<file path="config.mk">
export PLATFORM = sky130hd
export DESIGN_NAME = wr_burst_arb
export DESIGN_NICKNAME = d
export VERILOG_FILES = /design/src/rtl/burst_pkg.sv /design/src/rtl/burst_rr_pick.sv /design/src/rtl/wr_burst_arb.sv
export SDC_FILE = /design/constraint.sdc
export NUM_CORES = 1
export LEC_CHECK = 0
export BUFFER_PORTS_ARGS = -buffer_cell sky130_fd_sc_hd__buf_4
export CORE_AREA = 2 2 122 124
export CTS_BUF_LIST = sky130_fd_sc_hd__clkbuf_16
export DETAILED_ROUTE_END_ITERATION = 10
export DIE_AREA = 0 0 124 126
export MAX_ROUTING_LAYER = met4
export PLACE_DENSITY = 0.65
export SLEW_MARGIN = 20
export SYNTH_ARGS = -nofsm -noshare
export SYNTH_HDL_FRONTEND = slang
export SYNTH_SLANG_ARGS = --single-unit
</file>
<file path="constraint.sdc">
create_clock -name mem_clk -period 3.92 [get_ports mem_clk]
set_input_delay 1.176 -clock mem_clk [delete_from_list [all_inputs] [get_ports mem_clk]]
set_output_delay 1.176 -clock mem_clk [all_outputs]
set_load 0.05 [all_outputs]
</file>
<file path="src/rtl/burst_pkg.sv">
// Shared constants and state encoding for the DDR write-burst arbiter.
package burst_pkg;

    localparam int DEF_ADDR_W = 27;
    localparam int DEF_DATA_W = 64;
    localparam int LEN_W      = 10;

    typedef enum logic [1:0] {
        ST_IDLE,
        ST_ISSUE,
        ST_BUSY,
        ST_RELEASE
    } arb_state_e;

endpackage

</file>
<file path="src/rtl/burst_rr_pick.sv">
// Two-way picker: a lone requester wins; on a tie the pointer picks (RR) or ch0 wins (fixed).
module burst_rr_pick #(
    parameter int RR_EN = 1
) (
    input  logic [1:0] i_req,
    input  logic       i_ptr,
    output logic [1:0] o_gnt
);

    logic w_pref1;

    assign w_pref1 = (RR_EN != 0) ? i_ptr : 1'b0;

    always_comb begin
        o_gnt = i_req;
        if (i_req == 2'b11) begin
            o_gnt = w_pref1 ? 2'b10 : 2'b01;
        end
    end

endmodule

</file>
<file path="src/rtl/wr_burst_arb.sv">
// Arbitrates two write channels onto one DDR write-burst port, with a
// per-burst watchdog that aborts bursts the controller never finishes.
module wr_burst_arb
    import burst_pkg::*;
#(
    parameter int RR_EN   = 1,
    parameter int TIMEOUT = 4096,
    parameter int ADDR_W  = DEF_ADDR_W,
    parameter int DATA_W  = DEF_DATA_W
) (
    input  logic              mem_clk,
    input  logic              rst,
    input  logic              c0_wr_burst_req,
    input  logic [LEN_W-1:0]  c0_wr_burst_len,
    input  logic [ADDR_W-1:0] c0_wr_burst_addr,
    input  logic [DATA_W-1:0] c0_wr_burst_data,
    output logic              c0_wr_burst_data_req,
    output logic              c0_burst_finish,
    input  logic              c1_wr_burst_req,
    input  logic [LEN_W-1:0]  c1_wr_burst_len,
    input  logic [ADDR_W-1:0] c1_wr_burst_addr,
    input  logic [DATA_W-1:0] c1_wr_burst_data,
    output logic              c1_wr_burst_data_req,
    output logic              c1_burst_finish,
    output logic              m_wr_burst_req,
    output logic [LEN_W-1:0]  m_wr_burst_len,
    output logic [ADDR_W-1:0] m_wr_burst_addr,
    output logic [DATA_W-1:0] m_wr_burst_data,
    input  logic              m_wr_burst_data_req,
    input  logic              m_burst_finish,
    output logic [1:0]        grant,
    output logic              timeout_err
);

    localparam int CNT_W = $clog2(TIMEOUT + 1);

    arb_state_e        r_state;
    logic [CNT_W-1:0]  r_wdog;
    logic              r_rr_ptr;
    logic              r_owner;
    logic [1:0]        r_fin;

    logic [1:0]        w_req;
    logic [1:0]        w_pick;
    logic [LEN_W-1:0]  w_sel_len;
    logic [ADDR_W-1:0] w_sel_addr;
    logic              w_active;
    logic              w_busy;
    logic              w_wdog_exp;

    assign w_req = {c1_wr_burst_req, c0_wr_burst_req};

    burst_rr_pick #(.RR_EN(RR_EN)) u_pick (
        .i_req (w_req),
        .i_ptr (r_rr_ptr),
        .o_gnt (w_pick)
    );

    assign w_sel_len  = w_pick[1] ? c1_wr_burst_len  : c0_wr_burst_len;
    assign w_sel_addr = w_pick[1] ? c1_wr_burst_addr : c0_wr_burst_addr;
    assign w_active   = (r_state == ST_ISSUE) || (r_state == ST_BUSY);
    assign w_busy     = (r_state == ST_BUSY);
    assign w_wdog_exp = (r_wdog == CNT_W'(TIMEOUT - 1));

    // Controller strobes only reach the owner while a burst is live; strays are dropped.
    assign c0_wr_burst_data_req = m_wr_burst_data_req & grant[0] & w_active;
    assign c1_wr_burst_data_req = m_wr_burst_data_req & grant[1] & w_active;
    assign c0_burst_finish      = (m_burst_finish & grant[0] & w_busy) | r_fin[0];
    assign c1_burst_finish      = (m_burst_finish & grant[1] & w_busy) | r_fin[1];
    assign m_wr_burst_data      = grant[0] ? c0_wr_burst_data :
                                  grant[1] ? c1_wr_burst_data : '0;

    always_ff @(posedge mem_clk) begin
        if (rst) begin
            r_state         <= ST_IDLE;
            r_wdog          <= '0;
            r_rr_ptr        <= 1'b0;
            r_owner         <= 1'b0;
            r_fin           <= '0;
            grant           <= '0;
            m_wr_burst_req  <= 1'b0;
            m_wr_burst_len  <= '0;
            m_wr_burst_addr <= '0;
            timeout_err     <= 1'b0;
        end else begin
            r_fin <= '0;
            case (r_state)
                ST_IDLE: begin
                    if (|w_pick) begin
                        grant           <= w_pick;
                        r_owner         <= w_pick[1];
                        m_wr_burst_len  <= w_sel_len;
                        m_wr_burst_addr <= w_sel_addr;
                        // Zero-length bursts never touch the controller.
                        if (w_sel_len == '0) begin
                            r_fin   <= w_pick;
                            r_state <= ST_RELEASE;
                        end else begin
                            r_wdog  <= '0;
                            r_state <= ST_ISSUE;
                        end
                    end
                end
                ST_ISSUE, ST_BUSY: begin
                    r_wdog <= r_wdog + CNT_W'(1);
                    if (r_state == ST_ISSUE) begin
                        m_wr_burst_req <= 1'b1;
                        r_state        <= ST_BUSY;
                    end else if (m_wr_burst_data_req) begin
                        m_wr_burst_req <= 1'b0;
                    end
                    if (w_busy && m_burst_finish) begin
                        m_wr_burst_req <= 1'b0;
                        grant          <= '0;
                        r_state        <= ST_RELEASE;
                    end else if (w_wdog_exp) begin
                        timeout_err    <= 1'b1;
                        m_wr_burst_req <= 1'b0;
                        r_fin          <= grant;
                        grant          <= '0;
                        r_state        <= ST_RELEASE;
                    end
                end
                ST_RELEASE: begin
                    grant    <= '0;
                    r_rr_ptr <= ~r_owner;
                    r_state  <= ST_IDLE;
                end
                default: r_state <= ST_IDLE;
            endcase
        end
    end

endmodule

</file>
# Word level (Yosys, flattened, before mapping)
# Index checks and enable logic that the tools add are counted.
[op_classes]
n_reduce_logical = 14
shift = 0
n_addsub = 1
order_cmp = 0
eq_ne = 9
bitwise_logic = 12
div = 0
muxes = 28
n_mul = 0
[ops]
columns = ["operator", "count"]
rows = [
  ["2-to-1 mux 64 bit", 2],
  ["2-to-1 mux 2 bit", 14],
  ["2-to-1 mux 27 bit", 1],
  ["2-to-1 mux 13 bit", 2],
  ["one-hot mux 13 bit (2 select lines)", 1],
  ["adder 13 x 1 -> 13 bit, second input constant", 1],
  ["equality test 13 x 12 -> 1 bit, second input constant", 1],
  ["one-hot mux 2 bit (3 select lines)", 2],
  ["zero test 10 bit", 1],
  ["2-to-1 mux 10 bit", 1],
  ["AND 1 bit", 8],
  ["AND reduction 2 bit", 4],
  ["equality test 2 bit, second input constant", 3],
  ["AND reduction 3 bit", 2],
  ["2-to-1 mux 1 bit", 4],
  ["!= test 2 bit, second input constant", 2],
  ["!= test 4 bit, second input constant", 1],
  ["one-hot mux 2 bit (2 select lines)", 1],
  ["nonzero test 4 bit", 1],
  ["OR reduction 2 bit", 2],
  ["!= test 3 bit, second input constant", 1],
  ["equality test 2 x 1 -> 1 bit, second input constant", 1],
  ["zero test 2 bit", 1],
  ["NOT 1 bit", 2],
  ["4 further kinds", 5],
]
[word_totals]
n_memories = 0
latch_bits = 0
register_bits = 60
mem_bits_rw = 0
inputBits = 208
rom_bits = 0
elab_cells = 74
out_inout_bits = 109

# Logic depth before layout (Yosys ltp)
[logic_depth]
depth_word = 7
depth_mapped = 8
depth_no_buf = 7

# Modules after synthesis
# Synthesis repeated with hierarchy kept, for this count alone.
[hier_totals]
cells_unflattened = 408
area_unflattened_um2 = 3548.4
[by_module_without_submodules]
columns = ["module", "area_per_inst_um2", "cells_per_inst", "instances"]
rows = [
  ["wr_burst_arb", 3529.6, 405, 1],
  ["burst_rr_pick", 18.8, 3, 1],
]

# Worst setup path after synthesis
# No wires, ideal clock.
[synth_timing]
kind = "input port to output port"
from = "in m_burst_finish"
to = "out c0_burst_finish"
path_buffers = 0
path_stages = 2
arrival_ps = 2014
path_slack_ps = 730
required_ps = 2744
path_cell_list = "nand2_1 o21bai_1"
[synth_between]
elab_chain_cells = 3
[synth_lines]
columns = ["item", "line_no", "rtl"]
rows = [
  ["from (decl)", "wr_burst_arb.sv:30", "input logic m_burst_finish,"],
  ["AND 1 bit (2 in a row)", "wr_burst_arb.sv:68", "assign c0_burst_finish = (m_burst_finish & grant[0] & w_busy) | r_fin[0];"],
  ["OR 1 bit", "wr_burst_arb.sv:68", ""],
  ["to (decl)", "wr_burst_arb.sv:18", "output logic c0_burst_finish,"],
]
# No other way between the ends.

# Final worst setup path
[layout_timing]
from = "reg grant[0]"
to = "out m_wr_burst_data[6]"
[layout_between]
elab_chain_cells = 1
[layout_lines]
columns = ["item", "line_no", "rtl"]
rows = [
  ["from (decl)", "wr_burst_arb.sv:31", "output logic [1:0] grant,"],
  ["from (signal assigned)", "wr_burst_arb.sv:90", "grant <= w_pick;"],
  ["2-to-1 mux 64 bit", "wr_burst_arb.sv:70", "assign m_wr_burst_data = grant[0] ? c0_wr_burst_data :"],
  ["to (decl)", "wr_burst_arb.sv:28", "output logic [DATA_W-1:0] m_wr_burst_data,"],
]
# No other way between the ends.

==> impl_metrics.py <==
metrics = {
    "yosys": {
        "async_flop_share": 0,
        "yosysTopAreaCellShare": 0.326,
        "synth.most_common_cell": "nand2_1",
        "yosysWarnings": 0,
        "seq_area_frac_synth": 0.326,
        "synthTopCellsByArea": "dfxtp_1, a22o_1, nand2_1, a311oi_1, nor2_1",
        "synth_common_cells": "nand2_1, a22o_1, dfxtp_1, nor2_1, a311oi_1",
        "synth.distinct_cells": 51,
        "synth_area_per_cell_um2": 7.78,
        "synth_flop_cell": "dfxtp_1",
        "syn_area_um2": 3690,
        "synthCells": 474,
        "synth_edf_count": 0,
        "synth-seq-cells": 60,
        "yosysTopAreaCell": "dfxtp_1",
        "synth_nets": 689,
    },
    "grt": {
        "grt_max_degree": 77,
        "grt_pass1_wl_mm": 22.8,
        "grt_antenna_before_repair": 0,
        "grt_usage": 0.191,
        "overflow": 0,
        "grt_pass1_vias": 4399,
    },
    "critical_path": {
        "cp.required_ns": 2.74,
        "crit_path_end_kind": "output pin",
        "crit_buf_inv": 2,
        "crit_family": "flip-flops",
        "worstPathMaxFanout": 32,
        "cp_slowest_cell": "dfxtp_2",
        "critPathMaxStageDelay_ns": 0.75,
        "crit_path_cell_trace": "buf_4 > a22o_1 > buf_4",
        "crit_arrival_ns": 1.93,
        "cpMostUsedCell": "buf_4",
        "cp-start-kind": "flop",
        "path_class": "reg2out",
    },
    "route": {
        "wl_per_cell_um": 16.3,
        "first_pass_iters": 5,
        "dr_total_vias": 4809,
        "vias_per_cell": 5.03,
        "antenna_left": 0,
        "postRouteWirelength_mm": 15.6,
        "drtIter0Drc": 302,
        "drc_errors": 0,
    },
    "floorplan": {
        "rows": 44,
        "coreArea_um2": 14300,
        "io_pins": 317,
        "die_area_um2": 15600,
        "die_x_um": 124,
        "die_height_um": 126,
        "initial_utilization": 0.258,
    },
    "pwr": {
        "netSwitchingFraction": 0.518,
        "switching_power_uw": 2580,
        "seqPwrFrac": 0.186,
        "static-leakage-power_uw": 0.00315,
        "combPwrFrac": 0.636,
        "clock_power_share": 0.178,
        "internal-power_uw": 2400,
        "p_per_area_nw_per_um2": 760,
        "irDropWorstVdd_v": 0.000331,
    },
    "clock_network": {
        "htreeDepth": 3,
        "cts_root_buf": "clkbuf_16",
        "numCtsBuffers": 9,
        "clock-sinks": 60,
        "insertion_delay_ns": 0.32,
        "clk_pin_slew_ns": 0.05,
        "cts_buffer_depth": 2,
        "cts_setup_buffers": 0,
        "cts_tree": "yes",
        "cts_resized": 0,
        "hold_buffers": 0,
    },
    "timing": {
        "timing.final.ws_setup_ns": 0.817,
        "fmax_mhz": 322,
        "setup_tns_ns": 0,
        "hold_viol": 0,
        "rsz0062_at_grt": "no",
        "period_needed_ns": 3.10,
        "setup_viol": 0,
        "drv_slew": 0,
        "tightest_slew_ns": 0.720,
        "fin_crit_sh": 0.792,
        "clock_skew_ns": 0.00379,
        "slew_headroom": 0.520,
    },
    "placed_design": {
        "gp_congestion": 0.819,
        "io_buffers": 316,
        "dp_slack_ns": 0.856,
        "place_hpwl_mm": 11.9,
        "placed_area_um2": 6220,
    },
    "run_status": {
        "run_status": "finished, final reports clean",
    },
    "finish": {
        "nNetsFinal": 983,
        "syn2layout_area_growth_pct": 77.6,
        "final_layout_size_suffix_gt1_frac": 0.455,
        "final_cell_area_um2": 6550,
        "n_antenna_cell": 0,
    },
    "hold_path": {
        "holdCritPathClass": "reg2reg",
    },
    "job": {
        "drv_cap": 0,
    },
}
[worst min-delay path: cells and delay by family, from the launching register on]
kind,cells,cell delay [ns]
AO/OA/AOI/OAI,1,0.05
AND/OR/NAND/NOR,1,0.06
flip-flops,1,0.32
[final timing paths]
kind	start	end	slack, ns	cells past startpoint
hold / removal	m_wr_burst_req$_SDFFE_PP0P_	m_wr_burst_req$_SDFFE_PP0P_	0.47	2
setup / recovery	grant[0]$_SDFFE_PP0P_	m_wr_burst_data[6]	0.82	3
hold reg to reg	m_wr_burst_req$_SDFFE_PP0P_	m_wr_burst_req$_SDFFE_PP0P_	0.47	2
setup reg to reg	r_state[0]$_SDFFE_PP0P_	r_wdog[6]$_SDFFE_PP0P_	1.55	9
[per-layer routing]
metal  vias to the layer above  track usage  part of all wire
met5                         -            -                 0
met4                         0       0.0482             0.014
met3                        15       0.0380             0.091
met2                       225        0.321              0.49
met1                      2192        0.232              0.40
li1                       2377            -                 -
[kinds of logic (layout without fill, tap and decap cells)]
kind of cell,after synthesis,in the layout,synth area share
flip-flops,60,60,0.326
multiplexers,4,4,0.0112
AO/OA/AOI/OAI,151,151,0.343
AND/OR/NAND/NOR,197,197,0.239
buffers and inverters,55,354,0.0580
adder cells (fa/ha/maj),7,7,0.0238
[flip-flops by register name, summed over array words and instances (netlist names)]
signal           count
grant                2
m_wr_burst_addr     27
m_wr_burst_len      10
m_wr_burst_req       1
r_fin                2
r_owner              1
r_rr_ptr             1
r_state              2
r_wdog              13
timeout_err          1
[metrics by stage]
step / instances / utilization / total power, µW / hold WS, ns
after global placement: 941 / 0.434 / 4110 / 0.458
after floorplan: 474 / - / 3100 / 0.480
after global routing: 957 / 0.458 / 5230 / 0.499
after CTS: 957 / 0.458 / 5000 / 0.475
after detailed placement: 941 / 0.434 / 4110 / 0.467
final: 957 / 0.458 / 4980 / 0.468
[final cells by class]
class	count	area, µm²
Clock buffer	9	225
Clock inverter	7	106
Fill cell	1500	7760
Inverter	11	41.3
Multi-Input combinational cell	359	2290
Sequential cell	60	1200
Tap cell	184	230
Timing Repair Buffer	327	2450
[layout by cell type, fill, tap and decap left out, drive strengths merged, types with 3 or more instances in the layout]
cell     instances
buf            327
nand2           89
a22o            65
dfxtp           60
nor2            53
a311oi          37
inv             12
nand3           12
a21oi            9
clkbuf           9
nor3             8
nand4            7
ha               7
o21ai            7
a31oi            6
and3             5
nor4             5
o211ai           5
or4              4
nor2b            4
a41o             4
a32oi            3
mux2i            3
bufinv           3
o2111ai          3
clkinv           3
[power groups by stage]
stage          Sequential [µW]  Combinational [µW]  Clock (µW)
2_1_floorplan             1390                1710           0
3_3_place_gp               932                3180           0
3_5_place_dp               934                3180           0
4_1_cts                    925                3180         900
5_1_grt                    952                3350         932
6_report                   924                3170         885
Note: power is estimated with default switching activity, not from simulation.
